## src/rtl/cpu_types.sv

```systemverilog
// Shared types for the RS / FU / CDB slice: tags, the CDB payload
// and the scheduler state encoding.
package cpu_types;

  typedef logic [3:0] RS_tag_type;

  localparam RS_tag_type INVALID = 4'hF;

  typedef struct packed {
    RS_tag_type  tag;
    logic [31:0] data;
  } cdb_t;

  typedef enum logic [1:0] {
    IDLE = 2'd0,
    EXEC = 2'd1,
    WB   = 2'd2
  } sched_state_t;

endpackage

```

## src/rtl/rs_fu_scheduler_if.sv

```systemverilog
// RS pool / FU / CDB signals seen by the scheduler.
// master: RS pool, FU and arbiter side; slave: the scheduler.
interface rs_fu_scheduler_if
  import cpu_types::*;
#(
  parameter int NUM_RS = 4
) ();

  logic [NUM_RS-1:0]      rs_busy;
  logic [NUM_RS-1:0]      rs_ready;
  RS_tag_type [NUM_RS-1:0] rs_tag;
  logic                   fu_ready;
  logic                   fu_start;
  logic [NUM_RS-1:0]      issue_sel;
  logic                   fu_done;
  logic [31:0]            fu_result;
  logic                   cdb_req;
  logic                   cdb_grant;
  cdb_t                   cdb_out;
  logic [NUM_RS-1:0]      rs_done;

  modport master (
    output rs_busy, rs_ready, rs_tag,
    output fu_ready, fu_done, fu_result,
    output cdb_grant,
    input  fu_start, issue_sel,
    input  cdb_req, cdb_out, rs_done
  );

  modport slave (
    input  rs_busy, rs_ready, rs_tag,
    input  fu_ready, fu_done, fu_result,
    input  cdb_grant,
    output fu_start, issue_sel,
    output cdb_req, cdb_out, rs_done
  );

endinterface

```

## src/rtl/rr_picker.sv

```systemverilog
// Combinational round-robin picker: first set bit of eligible at or
// above ptr, wrapping. Ports: eligible, ptr in; grant (one-hot), any out.
module rr_picker #(
  parameter int NUM_RS = 4,
  parameter int PW = (NUM_RS > 1) ? $clog2(NUM_RS) : 1
) (
  input  logic [NUM_RS-1:0] eligible,
  input  logic [PW-1:0]     ptr,
  output logic [NUM_RS-1:0] grant,
  output logic              any
);

  // Outer loop walks search distance from ptr; inner loop keeps
  // every bit select at a constant index.
  always_comb begin
    grant = '0;
    any   = 1'b0;
    for (int k = 0; k < NUM_RS; k++) begin
      for (int i = 0; i < NUM_RS; i++) begin
        if (!any && eligible[i] &&
            ((int'(ptr) + k) % NUM_RS) == i) begin
          grant[i] = 1'b1;
          any      = 1'b1;
        end
      end
    end
  end

endmodule

```

## src/rtl/rs_fu_scheduler.sv

```systemverilog
// Shares one non-pipelined FU among NUM_RS stations and writes back on the CDB.
// Ports: CLK, RST_N, flush, bus (slave side of rs_fu_scheduler_if).
module rs_fu_scheduler
  import cpu_types::*;
#(
  parameter int NUM_RS = 4
) (
  input  logic                CLK,
  input  logic                RST_N,
  input  logic                flush,
  rs_fu_scheduler_if.slave    bus
);

  localparam int PW = (NUM_RS > 1) ? $clog2(NUM_RS) : 1;

  sched_state_t      state;
  logic [PW-1:0]     ptr;
  logic [NUM_RS-1:0] sel_q;
  RS_tag_type        tag_q;
  logic [31:0]       data_q;

  logic [NUM_RS-1:0] eligible;
  logic [NUM_RS-1:0] pick;
  logic              any;
  logic [PW-1:0]     pick_idx;
  logic [PW-1:0]     ptr_nxt;
  RS_tag_type        pick_tag;
  logic              issue;

  assign eligible = bus.rs_busy & bus.rs_ready;

  rr_picker #(
    .NUM_RS (NUM_RS),
    .PW     (PW)
  ) u_pick (
    .eligible (eligible),
    .ptr      (ptr),
    .grant    (pick),
    .any      (any)
  );

  always_comb begin
    pick_idx = '0;
    pick_tag = INVALID;
    for (int i = 0; i < NUM_RS; i++) begin
      if (pick[i]) begin
        pick_idx = PW'(i);
        pick_tag = bus.rs_tag[i];
      end
    end
  end

  assign ptr_nxt = (pick_idx == PW'(NUM_RS - 1)) ?
                   '0 : pick_idx + PW'(1);

  // A flush cycle never starts the FU: the scheduler would not follow it.
  assign bus.fu_start = (state == IDLE) & any & ~flush;
  assign issue        = bus.fu_start & bus.fu_ready;

  always_ff @(posedge CLK) begin
    if (!RST_N) begin
      state  <= IDLE;
      ptr    <= '0;
      sel_q  <= '0;
      tag_q  <= INVALID;
      data_q <= '0;
    end else if (flush) begin
      state  <= IDLE;
      sel_q  <= '0;
      tag_q  <= INVALID;
      data_q <= '0;
    end else begin
      unique case (state)
        IDLE: begin
          if (issue) begin
            state <= EXEC;
            sel_q <= pick;
            tag_q <= pick_tag;
            ptr   <= ptr_nxt;
          end
        end
        EXEC: begin
          if (bus.fu_done) begin
            data_q <= bus.fu_result;
            state  <= WB;
          end
        end
        WB: begin
          if (bus.cdb_grant) begin
            state <= IDLE;
          end
        end
        default: state <= IDLE;
      endcase
    end
  end

  always_comb begin
    bus.issue_sel   = '0;
    bus.cdb_req     = 1'b0;
    bus.cdb_out.tag  = INVALID;
    bus.cdb_out.data = '0;
    bus.rs_done     = '0;
    unique case (state)
      IDLE: bus.issue_sel = pick;
      EXEC: bus.issue_sel = sel_q;
      WB: begin
        bus.cdb_req      = 1'b1;
        bus.cdb_out.tag  = tag_q;
        bus.cdb_out.data = data_q;
        if (bus.cdb_grant && !flush) bus.rs_done = sel_q;
      end
      default: ;
    endcase
  end

  always_ff @(posedge CLK) begin
    if (RST_N) begin
      assert ($onehot0(bus.issue_sel))
        else $error("issue_sel not one-hot");
      assert ($onehot0(bus.rs_done))
        else $error("rs_done not one-hot");
      assert (!bus.cdb_req || state == WB)
        else $error("cdb_req outside WB");
    end
  end

endmodule

```

## src/flat_wrapper.sv

```systemverilog
// flat-port wrapper written by rule: the top's interface ports become plain ports
module rs_fu_scheduler_flat import cpu_types::*;
#(
  parameter int NUM_RS = 4
)
  (CLK, RST_N, flush, bus_rs_busy, bus_rs_ready, bus_rs_tag, bus_fu_ready, bus_fu_done, bus_fu_result, bus_cdb_grant, bus_fu_start, bus_issue_sel, bus_cdb_req, bus_cdb_out, bus_rs_done);
  rs_fu_scheduler_if #(.NUM_RS(NUM_RS)) bus_i ();
  input  logic CLK;
  input  logic RST_N;
  input  logic flush;
  input wire logic [$bits(bus_i.rs_busy)-1:0] bus_rs_busy;
  input wire logic [$bits(bus_i.rs_ready)-1:0] bus_rs_ready;
  input wire logic [$bits(bus_i.rs_tag)-1:0] bus_rs_tag;
  input wire logic [$bits(bus_i.fu_ready)-1:0] bus_fu_ready;
  input wire logic [$bits(bus_i.fu_done)-1:0] bus_fu_done;
  input wire logic [$bits(bus_i.fu_result)-1:0] bus_fu_result;
  input wire logic [$bits(bus_i.cdb_grant)-1:0] bus_cdb_grant;
  output wire logic [$bits(bus_i.fu_start)-1:0] bus_fu_start;
  output wire logic [$bits(bus_i.issue_sel)-1:0] bus_issue_sel;
  output wire logic [$bits(bus_i.cdb_req)-1:0] bus_cdb_req;
  output wire logic [$bits(bus_i.cdb_out)-1:0] bus_cdb_out;
  output wire logic [$bits(bus_i.rs_done)-1:0] bus_rs_done;
  assign bus_i.rs_busy = bus_rs_busy;
  assign bus_i.rs_ready = bus_rs_ready;
  assign bus_i.rs_tag = bus_rs_tag;
  assign bus_i.fu_ready = bus_fu_ready;
  assign bus_i.fu_done = bus_fu_done;
  assign bus_i.fu_result = bus_fu_result;
  assign bus_i.cdb_grant = bus_cdb_grant;
  assign bus_fu_start = bus_i.fu_start;
  assign bus_issue_sel = bus_i.issue_sel;
  assign bus_cdb_req = bus_i.cdb_req;
  assign bus_cdb_out = bus_i.cdb_out;
  assign bus_rs_done = bus_i.rs_done;
  rs_fu_scheduler #(.NUM_RS(NUM_RS)) u_core (.CLK(CLK), .RST_N(RST_N), .flush(flush), .bus(bus_i));
endmodule
```

## config.mk

```make
export PLATFORM = sky130hd
export DESIGN_NAME = rs_fu_scheduler_flat
export DESIGN_NICKNAME = d
export VERILOG_FILES = /design/src/rtl/cpu_types.sv /design/src/rtl/rs_fu_scheduler_if.sv /design/src/rtl/rr_picker.sv /design/src/rtl/rs_fu_scheduler.sv /design/src/flat_wrapper.sv
export SDC_FILE = /design/constraint.sdc
export NUM_CORES = 1
export LEC_CHECK = 0
export BUFFER_PORTS_ARGS = -buffer_cell sky130_fd_sc_hd__buf_4
export CORE_AREA = 2 2 83 85
export DETAILED_ROUTE_END_ITERATION = 10
export DIE_AREA = 0 0 85 87
export PLACE_DENSITY = 0.71
export REMOVE_ABC_BUFFERS = 1
export SLEW_MARGIN = 20
export SYNTH_ARGS = -nofsm -noshare
export SYNTH_HDL_FRONTEND = slang
export SYNTH_HIERARCHICAL = 1
export SYNTH_SLANG_ARGS = --single-unit
export TNS_END_PERCENT = 50
```

## constraint.sdc

```tcl
create_clock -name CLK -period 5.5 [get_ports CLK]
set_input_delay 1.1 -clock CLK [delete_from_list [all_inputs] [get_ports CLK]]
set_output_delay 1.1 -clock CLK [all_outputs]
set_load 0.01 [all_outputs]
```

==> flow_metrics.env <==
export IMPL_min_period_over_period_pct=66.8
export IMPL_fin_worst_skew_ns=0.00333
export IMPL_synthTopCellsByCount="nand2_1, dfxtp_1, a21oi_1"
export IMPL_netlist_instances=288
export IMPL_hold_class="register to register"
export IMPL_drc=0
export IMPL_wirelength_um=5650
export IMPL_worst_path_largest_cell_delay_ns=0.45
export IMPL_finalSetupViolCount=0
export IMPL_synth_edf_count=0
export IMPL_syn_avg_cell_area_um2=7.66
export IMPL_root_buffer="clkbuf_8"
export IMPL_synth_top_area_share_pct=39.9
export IMPL_path_cells="buf_4 > and2_1 > nor2b_2 > nor3_1 > o31a_1 > mux2i_1 > nor2_1 > buf_4"
export IMPL_grt_pass1_wl_um=9040
export IMPL_core_mm2=0.00657
export IMPL_io_buffer_count=107
export IMPL_cts_htree_levels=2
export IMPL_ys_warn_count=6
export IMPL_worst_path_buf_inv=2
export IMPL_initial_utilization_pct=33.6
export IMPL_cts_hold_buf=0
export IMPL_drt_pass1_iterations=4
export IMPL_critPathKind="input port to primary output"
export IMPL_pre_cts_ws_ns=1.82
export IMPL_tritoncts="done"
export IMPL_synth_top_area_cell="dfxtp_1"
export IMPL_ioPinCount=108
export IMPL_drtIter0Drc=70
export IMPL_cts_resized_gates=0
export IMPL_path_common_cell="buf_4"
export IMPL_ys_ff_latch=44
export IMPL_core_rowCount=30
export IMPL_num_nets_final=445
export IMPL_clock_path_buffers=2
export IMPL_hold_viol=0
export IMPL_grt_ovfl_total=0
export IMPL_path_max_fanout=12
export IMPL_worstPathRequired_ns=4.40
export IMPL_synth_flop_cell="dfxtp_1"
export IMPL_timing_fmax_mhz=272
export IMPL_cts_setup_buffers=0
export IMPL_drive_gt1_share_pct=32.0
export IMPL_synthToLayoutAreaGrowth_pct=42.7
export IMPL_nFillCells=664
export IMPL_synth_seq_area_share_pct=39.9
export IMPL_die_x_um=85
export IMPL_syn_area_mm2=0.00221
export IMPL_slew_violations=0
export IMPL_global_route_usage_total_pct=14.9
export IMPL_start_kind="input port"
export IMPL_power_density_mw_per_mm2=204
export IMPL_status="complete, no violations"
export IMPL_worst_slack_ns=1.82
export IMPL_arrival_ns=2.58
export IMPL_finalSetupTns_ns=0
export IMPL_vias_per_cell=4.73
export IMPL_end_kind="primary output"
export IMPL_leakagePower_nw=1.32
export IMPL_worst_pin_slew_ns=0.684
export IMPL_hpwlAfterDp_um=4170
export IMPL_yosysMostFrequentCell="nand2_1"
export IMPL_drt_wirelength_per_cell_um=12.2
export IMPL_ir_drop_uv=99.7
export IMPL_relSlewSlack_pct=54.3
export IMPL_gp_congestion=0.836
export IMPL_crit_path_top_delay_cell="o31a_1"
export IMPL_diodes=0
export IMPL_fp_dieH_um=87
export IMPL_synthDistinctLibCells=31
export IMPL_rrSetupSlack_ns=3.60
export IMPL_rsz0062_at_grt="no"
export IMPL_dieArea_mm2=0.00740
export IMPL_cts_made_buffers=5
export IMPL_grt_max_degree=43
export IMPL_cts_clk_slew_worst_paths_ns=0.08
export IMPL_clock_latency_ns=0.28
export IMPL_cpLargestDelayFamily="simple AND/OR/NAND/NOR gates"
export IMPL_grt_antenna_before_repair=0
export IMPL_async_flop_share_pct=0
export IMPL_grt_pass1_vias=1984
export IMPL_vias=2193
export IMPL_clock_sinks=44
export IMPL_maxCapViolCount=0
export IMPL_synth_area_leaders="dfxtp_1, and2_1, nand2_1"
export IMPL_period_minus_slack_ns=3.68
export IMPL_ant_nets=0
## power by group
group          switching, mW  leakage, nW  total [mW]  internal, mW
logic                 0.0375        0.910      0.0840        0.0465
clock network          0.100       0.0552       0.235         0.135
registers            0.00318        0.355       0.325         0.321
## cell families (layout without fill, tap and decap cells)
family                 count (synthesis)  after routing  share of synthesized area (%)
buffers and inverters                 26            122                           5.33
and+or+nand+nor                      143            143                           33.3
DFF                                   44             44                           39.9
AOI/OAI and AO/OA                     71             71                           19.6
muxes                                  4              4                           1.82
## metrics by stage
step	power (mW)	utilization, %	instance area, um2	instances	hold WS, ns
floorplan	0.367	-	2110	267	0.432
CTS	0.653	47.9	3150	464	0.455
global placement	0.415	46.2	3030	456	0.437
global route	0.675	47.9	3150	464	0.469
finish	0.643	47.9	3150	464	0.451
detailed placement	0.416	46.2	3040	456	0.444
## cells in the final DEF, fill, tap and decap left out, types with 5 or more instances in the layout
| cell type | count |
|---|---|
| and2_1 | 40 |
| nand2b_1 | 6 |
| nor2_1 | 7 |
| a21oi_1 | 43 |
| o21ai_0 | 8 |
| dfxtp_1 | 44 |
| nand2_1 | 66 |
| buf_4 | 109 |
| o211a_1 | 5 |
| clkbuf_8 | 5 |
## state kept, by name, indices dropped and copies added (netlist names)
name,cells
u_core/tag_q,4
u_core/sel_q,4
u_core/ptr,2
u_core/state,2
u_core/data_q,32
## worst register-to-register path: cells and delay by family (launching register included)
family	cells	cell delay, ns
AO/OA/AOI/OAI	4	0.96
AND/OR/NAND/NOR	1	0.26
flip-flops	1	0.45
buffers and inverters	1	0.12
## final timing paths
check,startpoint,to,cells after the start
worst max-delay path,bus_rs_busy[0],bus_issue_sel[2],8
worst min-delay path,u_core/data_q[14]$_SDFFE_PP0P_,u_core/data_q[14]$_SDFFE_PP0P_,2
worst max register to register,u_core/ptr[1]$_SDFFE_PN0P_,u_core/tag_q[3]$_SDFFE_PP1P_,6
worst min register to register,u_core/data_q[14]$_SDFFE_PP0P_,u_core/data_q[14]$_SDFFE_PP0P_,2
## metal layers
metal | part of all wire, % | global-route usage (%) | vias to the layer above
li1 | - | - | 1148
met1 | 44 | 18.0 | 958
met2 | 47 | 26.0 | 83
met3 | 8.8 | 4.64 | 4
met4 | 0.51 | 3.61 | 0
met5 | 0 | 0 | -
## area by class of cell
class / count / area, um2 / share of cell area [%]
clock buffers: 6 / 72.6 / 2.31
clock inverters: 2 / 35.0 / 1.11
inverters: 5 / 23.8 / 0.755
multi-input cells: 218 / 1220 / 38.6
flip-flops and latches: 44 / 881 / 28.0
well taps: 80 / 100 / 3.18
repair buffers: 109 / 818 / 26.0
No activity file was read; power rests on OpenSTA's default activity.
